[config.mk]
export PLATFORM = sky130hd
export DESIGN_NAME = spi_rx_uart_tx
export DESIGN_NICKNAME = d
export VERILOG_FILES = /design/src/rtl/spi_rx_uart_tx.sv
export SDC_FILE = /design/constraint.sdc
export NUM_CORES = 2
export LEC_CHECK = 0
export CAP_MARGIN = 20
export CORE_MARGIN = 4
export CORE_UTILIZATION = 30
export CTS_BUF_LIST = sky130_fd_sc_hd__clkbuf_8
export CTS_CLUSTER_DIAMETER = 150
export DETAILED_ROUTE_END_ITERATION = 6
export PLACE_DENSITY = 0.44
export SLEW_MARGIN = 25
export SYNTH_ARGS = -nofsm -noshare
export SYNTH_HDL_FRONTEND = slang
export SYNTH_SLANG_ARGS = --single-unit
[constraint.sdc]
create_clock -name clk -period 3.7 [get_ports clk]
set_input_delay 0.925 -clock clk [delete_from_list [all_inputs] [get_ports clk]]
set_output_delay 0.925 -clock clk [all_outputs]
set_load 0.05 [all_outputs]
[src/rtl/spi_rx_uart_tx.sv]
// Byte FIFO fed by single-cycle strobes from the SPI receiver, drained onto an
// 8N1 UART line (LSB first). Absorbs whole read bursts far faster than the baud rate.
module spi_rx_uart_tx #(
  parameter int baud_cnt_max = 5207,
  parameter int fifo_depth   = 256,
  parameter int addr_w       = 8
) (
  input  logic              clk,
  input  logic              rst,
  input  logic [7:0]        in_data,
  input  logic              in_flag,
  output logic              tx,
  output logic              busy,
  output logic [addr_w:0]   fifo_count,
  output logic              overflow
);

  localparam int baud_w = $clog2(baud_cnt_max + 1);

  typedef enum logic [2:0] {IDLE, LOAD, START, DATA, STOP} state_t;

  state_t              state, state_d;
  logic [baud_w-1:0]   baud_cnt, baud_d;
  logic [2:0]          bit_idx, bit_d;
  logic [7:0]          shift, shift_d;
  logic                tx_d;
  logic                pop;

  logic [7:0]          mem [fifo_depth];
  logic [addr_w-1:0]   wr_ptr, rd_ptr;
  logic [7:0]          rd_data;
  logic                full, empty, wr_en, baud_end;
  logic [2:0]          bit_nxt;

  assign full     = (fifo_count == (addr_w + 1)'(fifo_depth));
  assign empty    = (fifo_count == '0);
  assign wr_en    = in_flag && !full;
  assign baud_end = (baud_cnt == baud_w'(baud_cnt_max));
  assign bit_nxt  = bit_idx + 3'd1;
  assign busy     = (state != IDLE);

  // NOTE: storage has no reset; pointers and count define what is valid, and a
  // resettable array would prevent mapping onto block RAM.
  always_ff @(posedge clk) begin
    if (wr_en) mem[wr_ptr] <= in_data;
  end

  always_ff @(posedge clk) begin
    if (rst) begin
      wr_ptr     <= '0;
      rd_ptr     <= '0;
      fifo_count <= '0;
      overflow   <= 1'b0;
      rd_data    <= '0;
    end else begin
      if (wr_en) wr_ptr <= wr_ptr + 1'b1;
      if (pop) begin
        rd_ptr  <= rd_ptr + 1'b1;
        rd_data <= mem[rd_ptr];
      end
      case ({wr_en, pop})
        2'b10:   fifo_count <= fifo_count + 1'b1;
        2'b01:   fifo_count <= fifo_count - 1'b1;
        default: fifo_count <= fifo_count;
      endcase
      // A pop in the same cycle does not rescue a strobe that met a full FIFO.
      if (in_flag && full) overflow <= 1'b1;
    end
  end

  // tx is computed from the next state so it changes on the same edge as the state/bit.
  always_comb begin
    // NOTE: every output of this block gets a default first, so no path can infer a latch.
    state_d = state;
    baud_d  = baud_cnt;
    bit_d   = bit_idx;
    shift_d = shift;
    tx_d    = tx;
    pop     = 1'b0;
    case (state)
      IDLE: begin
        tx_d = 1'b1;
        if (!empty) begin
          pop     = 1'b1;
          state_d = LOAD;
        end
      end
      LOAD: begin
        shift_d = rd_data;
        baud_d  = '0;
        tx_d    = 1'b0;
        state_d = START;
      end
      START: begin
        if (baud_end) begin
          baud_d  = '0;
          bit_d   = 3'd0;
          tx_d    = shift[0];
          state_d = DATA;
        end else begin
          baud_d = baud_cnt + 1'b1;
        end
      end
      DATA: begin
        if (baud_end) begin
          baud_d = '0;
          if (bit_idx == 3'd7) begin
            tx_d    = 1'b1;
            state_d = STOP;
          end else begin
            bit_d = bit_nxt;
            tx_d  = shift[bit_nxt];
          end
        end else begin
          baud_d = baud_cnt + 1'b1;
        end
      end
      STOP: begin
        tx_d = 1'b1;
        if (baud_end) begin
          baud_d = '0;
          if (!empty) begin
            pop     = 1'b1;
            state_d = LOAD;
          end else begin
            state_d = IDLE;
          end
        end else begin
          baud_d = baud_cnt + 1'b1;
        end
      end
      default: begin
        tx_d    = 1'b1;
        state_d = IDLE;
      end
    endcase
  end

  // NOTE: sequential state uses non-blocking assignments so every register
  // samples the pre-edge values computed above.
  always_ff @(posedge clk) begin
    if (rst) begin
      state    <= IDLE;
      baud_cnt <= '0;
      bit_idx  <= 3'd0;
      shift    <= '0;
      tx       <= 1'b1;
    end else begin
      state    <= state_d;
      baud_cnt <= baud_d;
      bit_idx  <= bit_d;
      shift    <= shift_d;
      tx       <= tx_d;
    end
  end

endmodule
After elaboration in Yosys (flattened, before gate mapping)
Memory sizes are Yosys's and may differ from the RTL's. A register that Yosys moved wholly into a read port is not among the register bits.
Index checks and enable logic that the tools add are counted.

storage, ports and cells
  flip-flop bits (word level) = 54
  output and inout port bits = 12
  word-level logic and storage cells = 70
  memories = 1
  bits in writable memories = 2048
  input bits = 11

memories
  name  depth  bits a word  rd ports  clocked after memory_dff  wr ports  line  text
  mem   256    8            1         1                         1         29    logic [7:0] mem [fifo_depth];

operators by class
  magnitude comparators = 1
  eq/ne operators = 15
  multiplexer cells = 25
  reduce and logical (&&, ||, !) cells = 13
  $add $sub $neg = 6

operators by type and width
  operator                 count
  $pmux W13 S2             1
  $mux W3                  8
  $pmux W9 S2              1
  $add A8 B1 Y8 const B    2
  $pmux W3 S5              1
  $add A13 B1 Y13 const B  1
  $eq A13 B13 Y1 const B   1
  $mux W13                 1
  $ne A2 B2 Y1 const B     6
  $add A9 B1 Y9 const B    1
  $eq A9 B9 Y1 const B     1
  $logic_not A9 Y1         1
  $mux W1                  9
  $sub A9 B1 Y9 const B    1
  $eq A3 B2 Y1 const B     2
  $eq A3 B3 Y1 const B     2
  $pmux W3 S2              1
  $reduce_bool A2 Y1       3
  $reduce_and A5 Y1        1
  $lt A3 B4 Y1 const B     1
  $reduce_and A4 Y1        1
  $add A3 B1 Y3 const B    1
  $bmux W1 S3              1
  $eq A3 B1 Y1 const B     1
  other kinds (10)         11

Logic depth before layout (Yosys ltp)
  depth after elaboration = 6
  gate-level depth with buffers = 14
  mapped depth without buffers = 14

Least setup slack after synthesis
OpenSTA, ideal clock, no wires.

  kind = register to register
  from = register fifo_count[6]
  to = register fifo_count[8]
  cell stages (with the launch flop) = 14
  setup slack = -0.323 ns
  path buffers = 0
  data arrival time = 3.952 ns
  required time = 3.630 ns
  setup time = 0.070 ns
  period minus slack after synthesis = 4.023 ns
  cell sequence = dfxtp_1 -> or4_1 -> o31a_1 -> nand2_2 -> inv_2 -> ha_1 -> fa_1 -> a21o_1 -> a21oi_1 -> o21bai_1 -> a2111oi_0 -> nor4_1 -> or4_1 -> a21oi_1

on the way
  word-level cells in the longest chain between the ends = 6
  elaborated cells on any way between the ends = 13
  those cells by class = add/sub: 2; eq/ne: 3; mux: 4; reduce/logical: 4

RTL lines
  item                                               line     text
  from (decl)                                        14       output logic [addr_w:0] fifo_count,
  from (signal assigned)                             62       2'b10: fifo_count <= fifo_count + 1'b1;
  from (signal assigned)                             63       2'b01: fifo_count <= fifo_count - 1'b1;
  from (signal assigned)                             64       default: fifo_count <= fifo_count;
  $logic_not A9 Y1 *                                 36       assign empty = (fifo_count == '0);
  $mux W1 *                                          83, 122
  $mux W1                                            120      if (baud_end) begin
  $pmux W1 S2 *                                      80       case (state)
  via pop                                            27       logic pop;
  $eq A2 B1 Y1 or $eq A2 B2 Y1 (tied branches)       61       case ({wr_en, pop})
  $pmux W9 S2 or $reduce_bool A2 Y1 (tied branches)  n/a

Mark *: on every way through the listed nets, which the timed path passes. The rest lies on a longest branch.
A chain may end at the register's enable or synchronous reset.

Final worst setup path
Ends and elaborated chain as after synthesis.

==> qor.csv <==
stage,metric,value,unit
synthesis,syn_nets,4274,
worst_setup_path,CP Launch Type,register,
finish,fillers,25650,
synthesis,"Avg Cell Area, Syn",19.46,µm²
floorplan,Die Ht,532.8,µm
timing,Max Clock Skew,107.2,ps
worst_setup_path,Crit path arrival time,4500,ps
finish,layout cell share with drive strength beyond 1,0.2804,
synthesis,register area share after synthesis,0.7592,
finish,nets@finish,5014,
routing,routed len/inst,27.16,µm
routing,Pre-Repair DR Iteration Count,5,
finish,most common library cell in the layout ignoring fill and taps,edfxtp_1,
clock_network,CTS H-tree lvls,5,
timing,setup violators final,0,
synthesis,ys flop type,edfxtp_1,
floorplan,# rows,192,
job,max-cap violation count,0,
clock_network,# hold bufs at CTS,0,
synthesis,library cells used by synthesis,67,
timing,Tcrit/Tclk final,0.9453,
global_routing,GRT overflow,0,
routing,Routed Antenna Nets,0,
power,Tot Pwr,58.48,mW
routing,"wirelength, routed",240600,µm
routing,DR vias/cell,4.988,
min_path,worst hold path type,primary input to register,
routing,Initial DRC Count,3841,
floorplan,core area,273900,µm²
synthesis,Synth async-reset ratio,0,
timing,Setup TNS,0,ps
synthesis,mux contribution to synthesized area,0.1447,
timing,RSZ-0062 raised after global routing,no,
clock_network,CTS tree,yes,
synthesis,register bit total from synthesis,2110,
floorplan,die area,283900,µm²
power,VDD IR-drop max,0.3371,mV
clock_network,worst skew pair latency,1090,ps
timing,Worst Max-Slew Pin Slew,1025,ps
finish,Area Overhead vs Synth,18.78,%
clock_network,TritonCTS Buffers,386,
global_routing,initial antenna violation count,13,
worst_setup_path,Setup CP Type,register to register,
place,port bufs,22,
synthesis,Post-synth EDFFs,2048,
synthesis,Post-Synthesis Cell Area,82640,µm²
clock_network,"Reg clk slew, reported paths",60,ps
worst_setup_path,crit path max fanout,4,
timing,slew margin rel.,0.3154,
floorplan,DIE WIDTH,532.8,µm
clock_network,Clock Sink Count,2110,
synthesis,Post-Synth Adder-Cell Area,0.002665,
timing,highest clock rate,285.9,MHz
worst_setup_path,R2R cell count,13,
clock_network,Longest Clk Path Bufs,4,
clock_network,root buffer cell,clkbuf_8,
worst_setup_path,Worst Setup End Kind,register,
timing,Slew Limit Fails,0,
global_routing,GRT Overall Usage,0.1662,
timing,post-route setup slack,202.4,ps
floorplan,io pins,23,
place,gpl congestion,0.7895,
global_routing,largest net degree at the start of global routing,109,
timing,final hold viol count,0,
global_routing,number of global-route vias before repair,45410,
place,Placed Instances,8186,
synthesis,Synth Area in Simple Gates,0.03186,
finish,"leading cell types in the layout, fill and taps excluded","2048 x edfxtp_1, 541 x buf_4, 389 x clkbuf_8",
timing,Tmin final,3498,ps
finish,non-filler instance count after layout,8860,
power,Cell Pwr Density,595.8,nW/µm²
synthesis,post-synthesis compound-gate area fraction,0.04268,
place,DP Wirelength,150300,µm
power,Static Leak,31.48,nW
synthesis,number of cells produced by synthesis,4246,
global_routing,first-pass GRT wire length,342200,µm
synthesis,Synth Area in XOR/XNOR,0.002226,
routing,DR vias,44190,
routing,DR DRC count,0,
worst_setup_path,CP Data Required Time,4700,ps
min_path,WHS Path Cells,1,
synthesis,YS warnings,0,
floorplan,starting density of the core,0.3017,
place,Placement Setup Slack,-292.8,ps
synthesis,main combinational cell family by area after synthesis,multiplexers,
status,status,finished clean,
cell type report:
cell class              instances  area (µm²)  share of cell area
repair buffers                616        5376             0.05477
multi-input cells            1859       18620              0.1897
inverters                      13       56.30           0.0005736
clock inverters               277        1474             0.01502
flip-flops and latches       2110       62770              0.6395
well taps                    3589        4491             0.04575
clock buffers                 389        5354             0.05454
diodes                          7       17.52           0.0001785
timing repair:
action / 4_1_cts / 5_1_grt
endpoints found under the hold margin: 0 / 0
setup buffers: 0 / 1
gates resized for setup: 2 / 3
pin swaps: 0 / 2
endpoints found under the setup margin: 2 / 1
gates cloned: 0 / 0
report_power, final:
| part | switching [mW] | internal [mW] |
|---|---|---|
| logic | 6.46 | 5.34 |
| registers | 0.180 | 26.3 |
| clock network | 9.60 | 10.6 |
registers in the layout, indices dropped and copies added, names as in the netlist:
register and cells:
state 3, rd_ptr 8, tx 1, fifo_count 9
rd_data 8, overflow 1, mem 2048, baud_cnt 13
wr_ptr 8, bit_idx 3, shift 8
through the flow:
stage               instance area, µm²  utilization  hold slack, ps
floorplan                        82660            -           435.6
global placement                 91280       0.3333           442.0
detailed placement               91280       0.3333           454.5
CTS                              98110       0.3583           28.59
global route                     98160       0.3584           41.20
finish                           98160       0.3584           152.6
metal layers:
layer / track usage / share of wire / wire, µm / vias up
li1: - / - / - / 19140
met1: 0.2303 / 0.45 / 107400 / 23450
met2: 0.2711 / 0.48 / 115800 / 1232
met3: 0.02851 / 0.050 / 12020 / 373
met4: 0.04326 / 0.022 / 5348 / 0
met5: 0 / 0 / 0 / -
final timing paths:
| kind | end | from | slack [ps] |
|---|---|---|---|
| min reg2reg | bit_idx[2] | bit_idx[2] | 460 |
| max | fifo_count[8] | fifo_count[6] | 200 |
| max reg2reg | fifo_count[8] | fifo_count[6] | 200 |
| min | mem[160][5] | in_data[5] | 150 |
logic make-up (layout without fill, tap and decap cells):
group,after synthesis,count (layout)
compound gates,506,506
xor+xnor,21,21
fa+ha+maj,17,17
buf+inv,277,1295
flops,2110,2110
mux,733,733
other cells,0,7
simple gates,582,582
critical path, stage by stage, from the launching register on:
cell	delay, ps
dfxtp_4	340
or4_4	540
o31a_1	320
nand2_2	80
inv_2	40
ha_2	210
fa_1	380
a21o_1	200
a21oi_2	140
o21bai_1	120
a2111oi_4	340
nor4_2	100
or4_1	470
a21oi_1	140
cells in the mapped netlist (all sizes together), types with 2 or more instances:
library cell     n  area [µm²]
and3            10       62.56
xor2            11       96.34
o21ai           59       295.3
xnor2           10       87.58
nor2b           17       106.4
nand2           68       257.8
o41ai            7       80.08
nor2           319        1197
o221ai         173        1515
a31oi            3       18.77
inv             13       48.80
dfxtp           62        1241
buf            130       824.6
clkbuf         134       503.0
nor4             7       62.56
or4              5       37.54
a221oi           6       52.55
a21oi          113       565.5
o21bai           2       15.01
or3              4       25.02
mux2i          361        3613
a21o             5       37.54
and3b            2       17.52
a211o            2       17.52
a22oi            4       30.03
ha              16       200.2
nand2b           6       37.54
nor3            76       385.4
a211oi          11       82.58
o22ai           93       581.8
o31a             2       17.52
nor3b            8       60.06
and2             8       50.05
a311oi           4       35.03
a2111oi          4       35.03
nand4           17       106.4
o31ai           10       75.07
edfxtp        2048       61500
mux4           369        8310
and4             5       43.79
nand3           24       120.1
mux2             3       33.78
No activity file was read; power rests on OpenSTA's default activity.
